[src/rtl/pipelined_ripple_adder.sv]
// WIDTH-bit adder split into STAGES registered ripple-carry slices with valid/ready handshake.
// Define PIPE_RIPPLE_ADDER_SUB_EN to add a sub port that selects a - b.
module pipelined_ripple_adder #(
    parameter int unsigned WIDTH  = 8,
    parameter int unsigned STAGES = 2
) (
    input  logic             clk,
    input  logic             rst,
    input  logic             in_valid,
    output logic             in_ready,
    input  logic [WIDTH-1:0] a,
    input  logic [WIDTH-1:0] b,
    input  logic             cin,
`ifdef PIPE_RIPPLE_ADDER_SUB_EN
    input  logic             sub,
`endif
    output logic             out_valid,
    input  logic             out_ready,
    output logic [WIDTH-1:0] sum,
    output logic             cout
);
    localparam int unsigned SLICE = WIDTH / STAGES;

    logic adv;

    // One stall signal freezes every stage, bubbles included.
    assign adv      = !out_valid || out_ready;
    assign in_ready = adv;

    function automatic logic [SLICE:0] ripple(input logic [SLICE-1:0] x,
                                              input logic [SLICE-1:0] y,
                                              input logic             ci);
        logic [SLICE-1:0] s;
        logic             c;
        c = ci;
        for (int i = 0; i < int'(SLICE); i++) begin
            s[i] = x[i] ^ y[i] ^ c;
            c    = (x[i] & y[i]) | (c & (x[i] ^ y[i]));
        end
        return {c, s};
    endfunction

    for (genvar k = 0; k < STAGES; k++) begin : g_stage
        localparam int unsigned LO = k * SLICE;

        logic                  vld_in;
        logic                  cy_in;
        logic                  md;
        logic [WIDTH-LO-1:0]   src_a;
        logic [WIDTH-LO-1:0]   src_b;
        logic [SLICE-1:0]      y;
        logic [SLICE:0]        r;
        logic [LO+SLICE-1:0]   s_d;
        logic                  vld_q;
        logic                  cy_q;
        logic [LO+SLICE-1:0]   s_q;

        if (k == 0) begin : g_src
            assign vld_in = in_valid;
            assign src_a  = a;
            assign src_b  = b;
`ifdef PIPE_RIPPLE_ADDER_SUB_EN
            assign md     = sub;
`else
            assign md     = 1'b0;
`endif
            // Subtract is a + ~b + 1, so the external carry is overridden.
            assign cy_in  = md | cin;
            assign s_d    = r[SLICE-1:0];
        end else begin : g_src
            assign vld_in = g_stage[k-1].vld_q;
            assign src_a  = g_stage[k-1].g_fwd.fa_q;
            assign src_b  = g_stage[k-1].g_fwd.fb_q;
`ifdef PIPE_RIPPLE_ADDER_SUB_EN
            assign md     = g_stage[k-1].g_fwd.md_q;
`else
            assign md     = 1'b0;
`endif
            assign cy_in  = g_stage[k-1].cy_q;
            assign s_d    = {r[SLICE-1:0], g_stage[k-1].s_q};
        end

        assign y = md ? ~src_b[SLICE-1:0] : src_b[SLICE-1:0];
        assign r = ripple(src_a[SLICE-1:0], y, cy_in);

        always_ff @(posedge clk) begin
            if (rst) begin
                vld_q <= 1'b0;
                cy_q  <= 1'b0;
                s_q   <= '0;
            end else if (adv) begin
                vld_q <= vld_in;
                cy_q  <= r[SLICE];
                s_q   <= s_d;
            end
        end

        // Upper operand slices (and mode) travel with the operation until consumed.
        if (k + 1 < STAGES) begin : g_fwd
            logic [WIDTH-LO-SLICE-1:0] fa_q;
            logic [WIDTH-LO-SLICE-1:0] fb_q;
`ifdef PIPE_RIPPLE_ADDER_SUB_EN
            logic                      md_q;

            always_ff @(posedge clk) begin
                if (rst) begin
                    md_q <= 1'b0;
                end else if (adv) begin
                    md_q <= md;
                end
            end
`endif

            always_ff @(posedge clk) begin
                if (rst) begin
                    fa_q <= '0;
                    fb_q <= '0;
                end else if (adv) begin
                    fa_q <= src_a[WIDTH-LO-1:SLICE];
                    fb_q <= src_b[WIDTH-LO-1:SLICE];
                end
            end
        end
    end

    assign out_valid = g_stage[STAGES-1].vld_q;
    assign sum       = g_stage[STAGES-1].s_q;
    assign cout      = g_stage[STAGES-1].cy_q;

endmodule

[config.mk]
export PLATFORM = sky130hd
export DESIGN_NAME = pipelined_ripple_adder
export DESIGN_NICKNAME = d
export VERILOG_FILES = /design/src/rtl/pipelined_ripple_adder.sv
export SDC_FILE = /design/constraint.sdc
export NUM_CORES = 1
export LEC_CHECK = 0
export CELL_PAD_IN_SITES_DETAIL_PLACEMENT = 1
export CELL_PAD_IN_SITES_GLOBAL_PLACEMENT = 1
export CORE_UTILIZATION = 37
export DETAILED_ROUTE_END_ITERATION = 6
export GPL_ROUTABILITY_DRIVEN = 0
export PLACE_DENSITY_LB_ADDON = 0.1
export SYNTH_ARGS = -nofsm -noshare
export SYNTH_HDL_FRONTEND = slang
export SYNTH_SLANG_ARGS = --single-unit
[constraint.sdc]
create_clock -name clk -period 2.3 [get_ports clk]
set_input_delay 0.345 -clock clk [delete_from_list [all_inputs] [get_ports clk]]
set_output_delay 0.345 -clock clk [all_outputs]
set_load 0.01 [all_outputs]
==> qor.yml, run 1 <==
layout_commonest_cell: "clkdlybuf4s50_1"
wl_met1_um: 1121
avgSynthCellArea_um2: 10.51
grt_max_degree: 40
synth_area_um2: 1261
worst_ep_arrival_time_ns: 2.46
total_power_mw: 0.9085
setup_viol: 0
worstSetupEndpointType: "flop"
final_cell_mix: "clkdlybuf4s50_1, dfxtp_1, nand2b_1"
antenna_found_initial: 0
first_iter_violations: 22
start_util_pct: 40.00
ctsResizeCount: 0
rsz0062_at_grt: "no"
antenna_left: 0
met3_wirelength_um: 126
syn_inst: 120
worst_pin_slew_ns: 0.3389
cp_max_fo: 1
root_buffer: "clkbuf_4"
hp-class: "flop to flop"
dpl_cell_area_um2: 1608
num-nets-final: 180
synth_top_family_by_area: "simple AND/OR/NAND/NOR gates"
fillCellCount: 365
grt_pass1_wl_um: 4519
yosysTopAreaCell: "dfxtp_1"
drt-vias-per-instance: 4.912
drcViolationCount: 0
dp_hpwl_um: 1912
io_pins: 32
synth-simple-area-share_pct: 26.49
setup_tns_ns: 0
grt_pass1_vias: 986
cts_tree: "done"
cts_hold_buf: 0
wl_met2_um: 1403
max-vdd-ir-drop_mv: 0.2182
vias: 953
max-slew-margin-rel_pct: 77.41
cts.sinks: 24
whs_ns: 0.4757
path_class: "input port to flop"
ys_seq_elements: 24
synthMuxAreaShare_pct: 1.587
hold_viol_final: 0
dp_worst_setup_slack_ns: -0.2720
synth_nets: 149
grt_usage_pct: 17.06
fin_crit_sh_pct: 95.60
synthXorXnorAreaFrac_pct: 0
clock_latency_ns: 0.33
drive_gt1_share_pct: 10.67
cp-start-kind: "input port"
finalCriticalPeriod_ns: 2.199
area_delta_synth_final_pct: 30.36
core_area_um2: 3153
htree_levels: 1
grt_overflow_total: 0
chipWidth_um: 60.39
synth_compound_area_share_pct: 12.30
dr.pass1.iters: 3
ys_seq_area_share_pct: 38.10
drv_cap: 0
critPathRequiredTime_ns: 2.56
fin_ws_ns: 0.1013
post-cts-setup-buffer-count: 0
cts_buffers: 3
die_y_um: 60.39
diodes: 0
clk_path_buf_depth: 2
dieArea_um2: 3646
yosysWarningCount: 0
leakagePower_nw: 0.6201
io_buffers: 31
drv_slew: 0
synthAdderAreaFrac_pct: 12.70
highest_layer: "met4"
synthDominantCellAreaShare_pct: 38.10
synth_area_leaders: "dfxtp_1, nand4bb_1, fa_1, nand2b_1, a211oi_2"
wl_per_cell_um: 13.90
p_per_area_nw_per_um2: 552.6
status: "completed"
rows: 20
stdcell_area_um2: 1644
skew_ns: 0.005763
synth.distinct_cells: 16
drt_wl_total_um: 2696
clk_pin_slew_ns: 0.13
fmax_mhz: 454.8
metrics by stage:
| step | util (%) | cells |
|---|---|---|
| 2_1_floorplan | - | 120 |
| 3_3_place_gp | 50.99 | 190 |
| 3_5_place_dp | 50.99 | 190 |
| 4_1_cts | 52.14 | 194 |
| 5_1_grt | 52.14 | 194 |
| 6_report | 52.14 | 194 |
logic make-up after synthesis:
| group | Yosys count |
|---|---|
| buffers and inverters | 25 |
| DFF | 24 |
| muxes | 2 |
| adders and majority gates | 8 |
| AOI/OAI and AO/OA | 22 |
| and+or+nand+nor | 39 |
synth_stat cells (all sizes together):
cell and number:
nand4bb 15, clkbuf 2, buf 7, nand2b 17, a21oi 1, nor2b 1
o21ai 15, fa 8, inv 16, mux2i 2, dfxtp 24, nor3b 6
a211oi 6
registers in the layout, summed over array words and instances (netlist names):
register / flops
out_valid: 1
g_stage.s_q: 4
g_stage.g_fwd.fb_q: 4
g_stage.vld_q: 1
cout: 1
g_stage.cy_q: 1
g_stage.g_fwd.fa_q: 4
sum: 8
layout make-up:
cell class / instances / area (µm²) / share of cell area [%]
Timing Repair Buffer: 35 / 340.3 / 20.70
Inverter: 16 / 62.56 / 3.805
Tap cell: 44 / 55.05 / 3.349
Clock buffer: 4 / 36.28 / 2.207
Sequential cell: 24 / 480.5 / 29.22
Multi-Input combinational cell: 71 / 669.4 / 40.72
per-layer routing:
| metal | vias to the layer above | global-route usage (%) |
|---|---|---|
| met5 | - | 0 |
| met1 | 465 | 20.11 |
| met3 | 3 | 3.198 |
| met2 | 23 | 30.30 |
| li1 | 462 | - |
| met4 | 0 | 6.977 |
report_power, final:
| group | switching (mW) | internal, mW | leakage (nW) |
|---|---|---|---|
| sequential | 0.0191 | 0.454 | 0.199 |
| clock | 0.133 | 0.0971 | 0.0210 |
| combinational | 0.0876 | 0.118 | 0.400 |
critical path, cell delays in order:
cell             delay, ns
clkdlybuf4s50_1       0.39
inv_1                 0.08
fa_1                  0.17
inv_1                 0.05
fa_1                  0.38
fa_1                  0.37
inv_1                 0.08
fa_1                  0.41
a211oi_2              0.19
worst paths after layout:
path / start / to / slack, ns / cells after the start
setup reg to reg: g_stage[0].cy_q$_SDFFE_PP0P_ / sum[7]$_SDFFE_PP0P_ / 0.12 / 8
setup / recovery: a[0] / g_stage[0].s_q[3]$_SDFFE_PP0P_ / 0.10 / 9
hold / removal: g_stage[0].vld_q$_SDFFE_PP0P_ / out_valid$_SDFFE_PP0P_ / 0.48 / 2
hold reg to reg: g_stage[0].vld_q$_SDFFE_PP0P_ / out_valid$_SDFFE_PP0P_ / 0.48 / 2
Power figures use the tool's default switching activity.
==> run 2, diff against run 1 <==
Settings changed: CORE_MARGIN set to 4.
==> qor.yml, run 2 (synthesized netlist as in run 1, its figures left out) <==
status: "completed"
io_pins: 32
dr.pass1.iters: 3
area_delta_synth_final_pct: 29.86
drv_slew: 0
die_y_um: 66.39
worstSetupEndpointType: "flop"
grt_usage_pct: 14.62
max-vdd-ir-drop_mv: 0.1885
antenna_left: 0
skew_ns: 0.008843
grt_pass1_wl_um: 4809
max_stage_delay_ns: 0.42
finalCriticalPeriod_ns: 2.207
cts.sinks: 24
critPathRequiredTime_ns: 2.55
rows: 20
drive_gt1_share_pct: 13.42
largest_register_ffs: 8
vias: 946
core_area_um2: 3153
grt_pass1_vias: 1072
fmax_mhz: 453.0
cts_tree: "done"
fillCellCount: 368
grt_max_degree: 40
cts_buffers: 3
cp_max_fo: 1
worst_ep_arrival_time_ns: 2.45
clk_pin_slew_ns: 0.14
diodes: 0
clock_latency_ns: 0.32
drv_cap: 0
final_cell_mix: "clkdlybuf4s50_1, dfxtp_1, nand2b_1"
hp-start: "g_stage[0].vld_q$_SDFFE_PP0P_"
htree_levels: 1
io_buffers: 31
antenna_found_initial: 0
hold_depth: 2
drcViolationCount: 0
rrSetupSlack_ns: 0.12
clk_path_buf_depth: 2
first_iter_violations: 73
dieArea_um2: 4407
cp-start-kind: "input port"
drt-vias-per-instance: 4.902
dp_hpwl_um: 2045
start_util_pct: 40.00
layout_commonest_cell: "clkdlybuf4s50_1"
setup_viol: 0
post-cts-setup-buffer-count: 0
cts_hold_buf: 0
total_power_mw: 0.8742
cpMostUsedCell: "fa_2"
slowest_stage: "fa_1"
wl_per_cell_um: 15.01
chipWidth_um: 66.39
path_cells: "clkdlybuf4s50_1 > inv_1 > fa_2 > inv_2 > fa_2 > fa_2 > inv_2 > fa_1 > a211oi_2"
leakagePower_nw: 0.6082
drt_wl_total_um: 2897
hp-class: "flop to flop"
r2r_start: "g_stage[0].g_fwd.fa_q[0]$_SDFFE_PP0P_"
root_buffer: "clkbuf_4"
worst_pin_slew_ns: 0.3333
grt_overflow_total: 0
r2r_end: "sum[7]$_SDFFE_PP0P_"
rsz0062_at_grt: "no"
fin_crit_sh_pct: 95.97
whs_ns: 0.4730
whs_endpoint: "out_valid$_SDFFE_PP0P_"
num-nets-final: 180
hold_viol_final: 0
r2r_cells: 8
max-slew-margin-rel_pct: 77.78
path_class: "input port to flop"
p_per_area_nw_per_um2: 533.8
## run 2: routing by layer
metal	vias to the layer above	wire length [µm]	GRT usage (%)
met5	-	0	0
met4	0	47	6.853
met3	4	140	2.891
met2	23	1512	27.01
met1	454	1197	15.66
li1	465	-	-
## run 2: cell type report
class | instances | area, µm² | area share [%]
clock buffer | 3 | 22.52 | 1.375
timing repair buffer | 35 | 340.3 | 20.78
sequential | 24 | 480.5 | 29.34
multi-input combinational | 71 | 676.9 | 41.33
tap | 44 | 55.05 | 3.361
inverter | 16 | 62.56 | 3.820
## run 2: per-stage QoR
stage	cell area (µm²)	setup slack [ns]	TNS (ns)	instances	util (%)
finish	1638	0.09262	0	193	51.94
global route	1638	0.003724	0	193	51.94
CTS	1630	0.06566	0	193	51.71
detailed placement	1608	-0.2756	-0.3661	190	50.99
global placement	1608	-0.1926	-0.2425	190	50.99
floorplan	1261	0.2537	0	120	-
## run 2: how the worst max path moves through the flow
stage	to	slack (ns)	depth (start not counted)	startpoint
5_1_grt	g_stage[0].s_q[3]$_SDFFE_PP0P_	0.004	9	a[0]
6_report	g_stage[0].s_q[3]$_SDFFE_PP0P_	0.09	9	a[0]
2_1_floorplan	g_stage[0].s_q[3]$_SDFFE_PP0P_	0.25	8	a[0]
4_1_cts	g_stage[0].s_q[3]$_SDFFE_PP0P_	0.07	9	a[0]
3_5_place_dp	g_stage[0].s_q[3]$_SDFFE_PP0P_	-0.28	9	a[0]
3_3_place_gp	g_stage[0].s_q[3]$_SDFFE_PP0P_	-0.19	9	a[0]
## run 2: critical path, delay by kind of cell
family,cells,cell delay (ns)
AOI/OAI and AO/OA,1,0.23
adders and majority gates,4,1.29
buffers and inverters,4,0.58
## run 2: timing repair
item | CTS | global route
gates resized for setup | 0 | 5
setup endpoints to repair | 0 | 1
endpoints found under the hold margin | 0 | 0
## run 2: power by group
part           switching (mW)  internal (mW)  total, mW
Clock                   0.130         0.0614      0.191
Sequential             0.0204          0.454      0.474
Combinational          0.0896          0.119      0.209
Total                   0.240          0.634      0.874
==> run 3, diff against run 2 <==
Settings changed: CORE_UTILIZATION 37 to 47, DONT_BUFFER_PORTS set to 1, MAX_ROUTING_LAYER set to met4.
==> qor.yml, run 3 (synthesized netlist as in run 1, its figures left out) <==
dp_hpwl_um: 1647
grtUsageMet2_pct: 24.38
antenna_left: 0
ctsResizeCount: 0
dr.pass1.iters: 3
cts_buffers: 3
grtUsageMet1_pct: 18.76
status: "completed"
chipWidth_um: 59.80
cp_max_fo: 2
worst_pin_slew_ns: 0.4299
clock_latency_ns: 0.31
seqCellArea_um2: 480.5
cts_hold_buf: 0
drcViolationCount: 0
path_buf_inv: 3
drt_wl_total_um: 2467
drv_cap: 0
leakagePower_nw: 0.4871
grt_usage_pct: 15.45
p_int_mw: 0.6084
htree_levels: 1
grt_overflow_total: 0
rrSetupSlack_ns: 0.17
dieArea_um2: 3576
hp-class: "input port to flop"
fmax_mhz: 469.1
max_stage_delay_ns: 0.43
cp-start-kind: "flop"
final_cell_mix: "dfxtp_1, nand2b_1, inv_1, nand4bb_1, o21ai_1"
max-vdd-ir-drop_mv: 0.5368
p_comb_share_pct: 13.6
path_delay_family: "adder cells"
cts.sinks: 24
path_cells: "inv_1 > fa_1 > inv_1 > fa_1 > fa_1 > inv_1 > fa_1 > a211oi_2"
fin_crit_sh_pct: 92.68
grt_pass1_wl_um: 4002
post-cts-setup-buffer-count: 0
power_frac_clock_pct: 27.0
io_buffers: 0
layout_commonest_cell: "dfxtp_1"
max-slew-margin-rel_pct: 71.28
antenna_found_initial: 0
num-nets-final: 146
diodes: 0
path_class: "flop to flop"
hold_viol_final: 0
p_switching_mw: 0.2063
largest_register_ffs: 8
finalCriticalPeriod_ns: 2.132
fillCellCount: 282
core_area_um2: 2522
cts_tree: "done"
rsz0062_at_grt: "no"
start_util_pct: 50.00
multi_input_area_um2: 669.4
seqPwrFrac_pct: 59.3
grtUsageMet3_pct: 5.616
cpMostUsedCell: "fa_1"
dp_worst_setup_slack_ns: 0.1693
fin_ws_ns: 0.1683
p_per_area_nw_per_um2: 629.7
clk_path_buf_depth: 2
setup_tns_ns: 0
slowest_stage: "fa_1"
first_iter_violations: 46
drv_slew: 0
clk_pin_slew_ns: 0.13
drt-vias-per-instance: 5.795
critPathRequiredTime_ns: 2.55
grt_max_degree: 40
top_usage_layer: "met2"
switching_share_pct: 25.32
rows: 18
setup_viol: 0
worstSetupEndpointType: "flop"
drive_gt1_share_pct: 11.21
total_power_mw: 0.8147
vias: 846
die_y_um: 59.80
skew_ns: 0.008789
worst_ep_arrival_time_ns: 2.38
root_buffer: "clkbuf_4"
area_delta_synth_final_pct: 2.579
io_pins: 32
wl_per_cell_um: 16.90
grt_pass1_vias: 888
run 3: power groups by stage:
stage	Sequential, mW	Clock [mW]	Combinational, mW
final	0.483	0.220	0.111
after global routing	0.488	0.241	0.127
after CTS	0.484	0.229	0.114
after detailed placement	0.493	0	0.113
after global placement	0.493	0	0.108
after floorplan	0.488	0	0.104
run 3: routing by layer:
layer,vias to the layer above,part of all wire [%]
met5,-,0
met4,0,0.85
met3,2,6.7
met2,24,47
met1,420,45
li1,400,-
run 3: worst register-to-register path, delay by kind of cell, from the launching register on:
family	cells	cell delay, ns
adders and majority gates	4	1.35
DFF	1	0.33
buffers and inverters	3	0.22
AOI/OAI and AO/OA	1	0.18
run 3: stage by stage:
stage	hold slack [ns]	util, %	area (µm²)	std cells
after global routing	0.05584	51.29	1294	146
after detailed placement	0.4148	49.85	1257	142
final	0.08094	51.29	1294	146
after CTS	0.06202	51.29	1294	146
after floorplan	0.4247	-	1261	120
after global placement	0.4137	49.85	1257	142
run 3: final timing paths:
| path | start | cells after the start | to |
|---|---|---|---|
| setup / recovery | g_stage[0].cy_q$_SDFFE_PP0P_ | 8 | sum[7]$_SDFFE_PP0P_ |
| hold / removal | rst | 1 | out_valid$_SDFFE_PP0P_ |
| setup reg to reg | g_stage[0].cy_q$_SDFFE_PP0P_ | 8 | sum[7]$_SDFFE_PP0P_ |
| hold reg to reg | g_stage[0].vld_q$_SDFFE_PP0P_ | 2 | out_valid$_SDFFE_PP0P_ |
run 3: final cells by class:
| cell class | count | share of cell area (%) |
|---|---|---|
| multi-input cells | 71 | 51.74 |
| clock buffers | 4 | 2.805 |
| inverters | 16 | 4.836 |
| flip-flops and latches | 24 | 37.14 |
| repair buffers | 1 | 0.5803 |
| well taps | 30 | 2.901 |
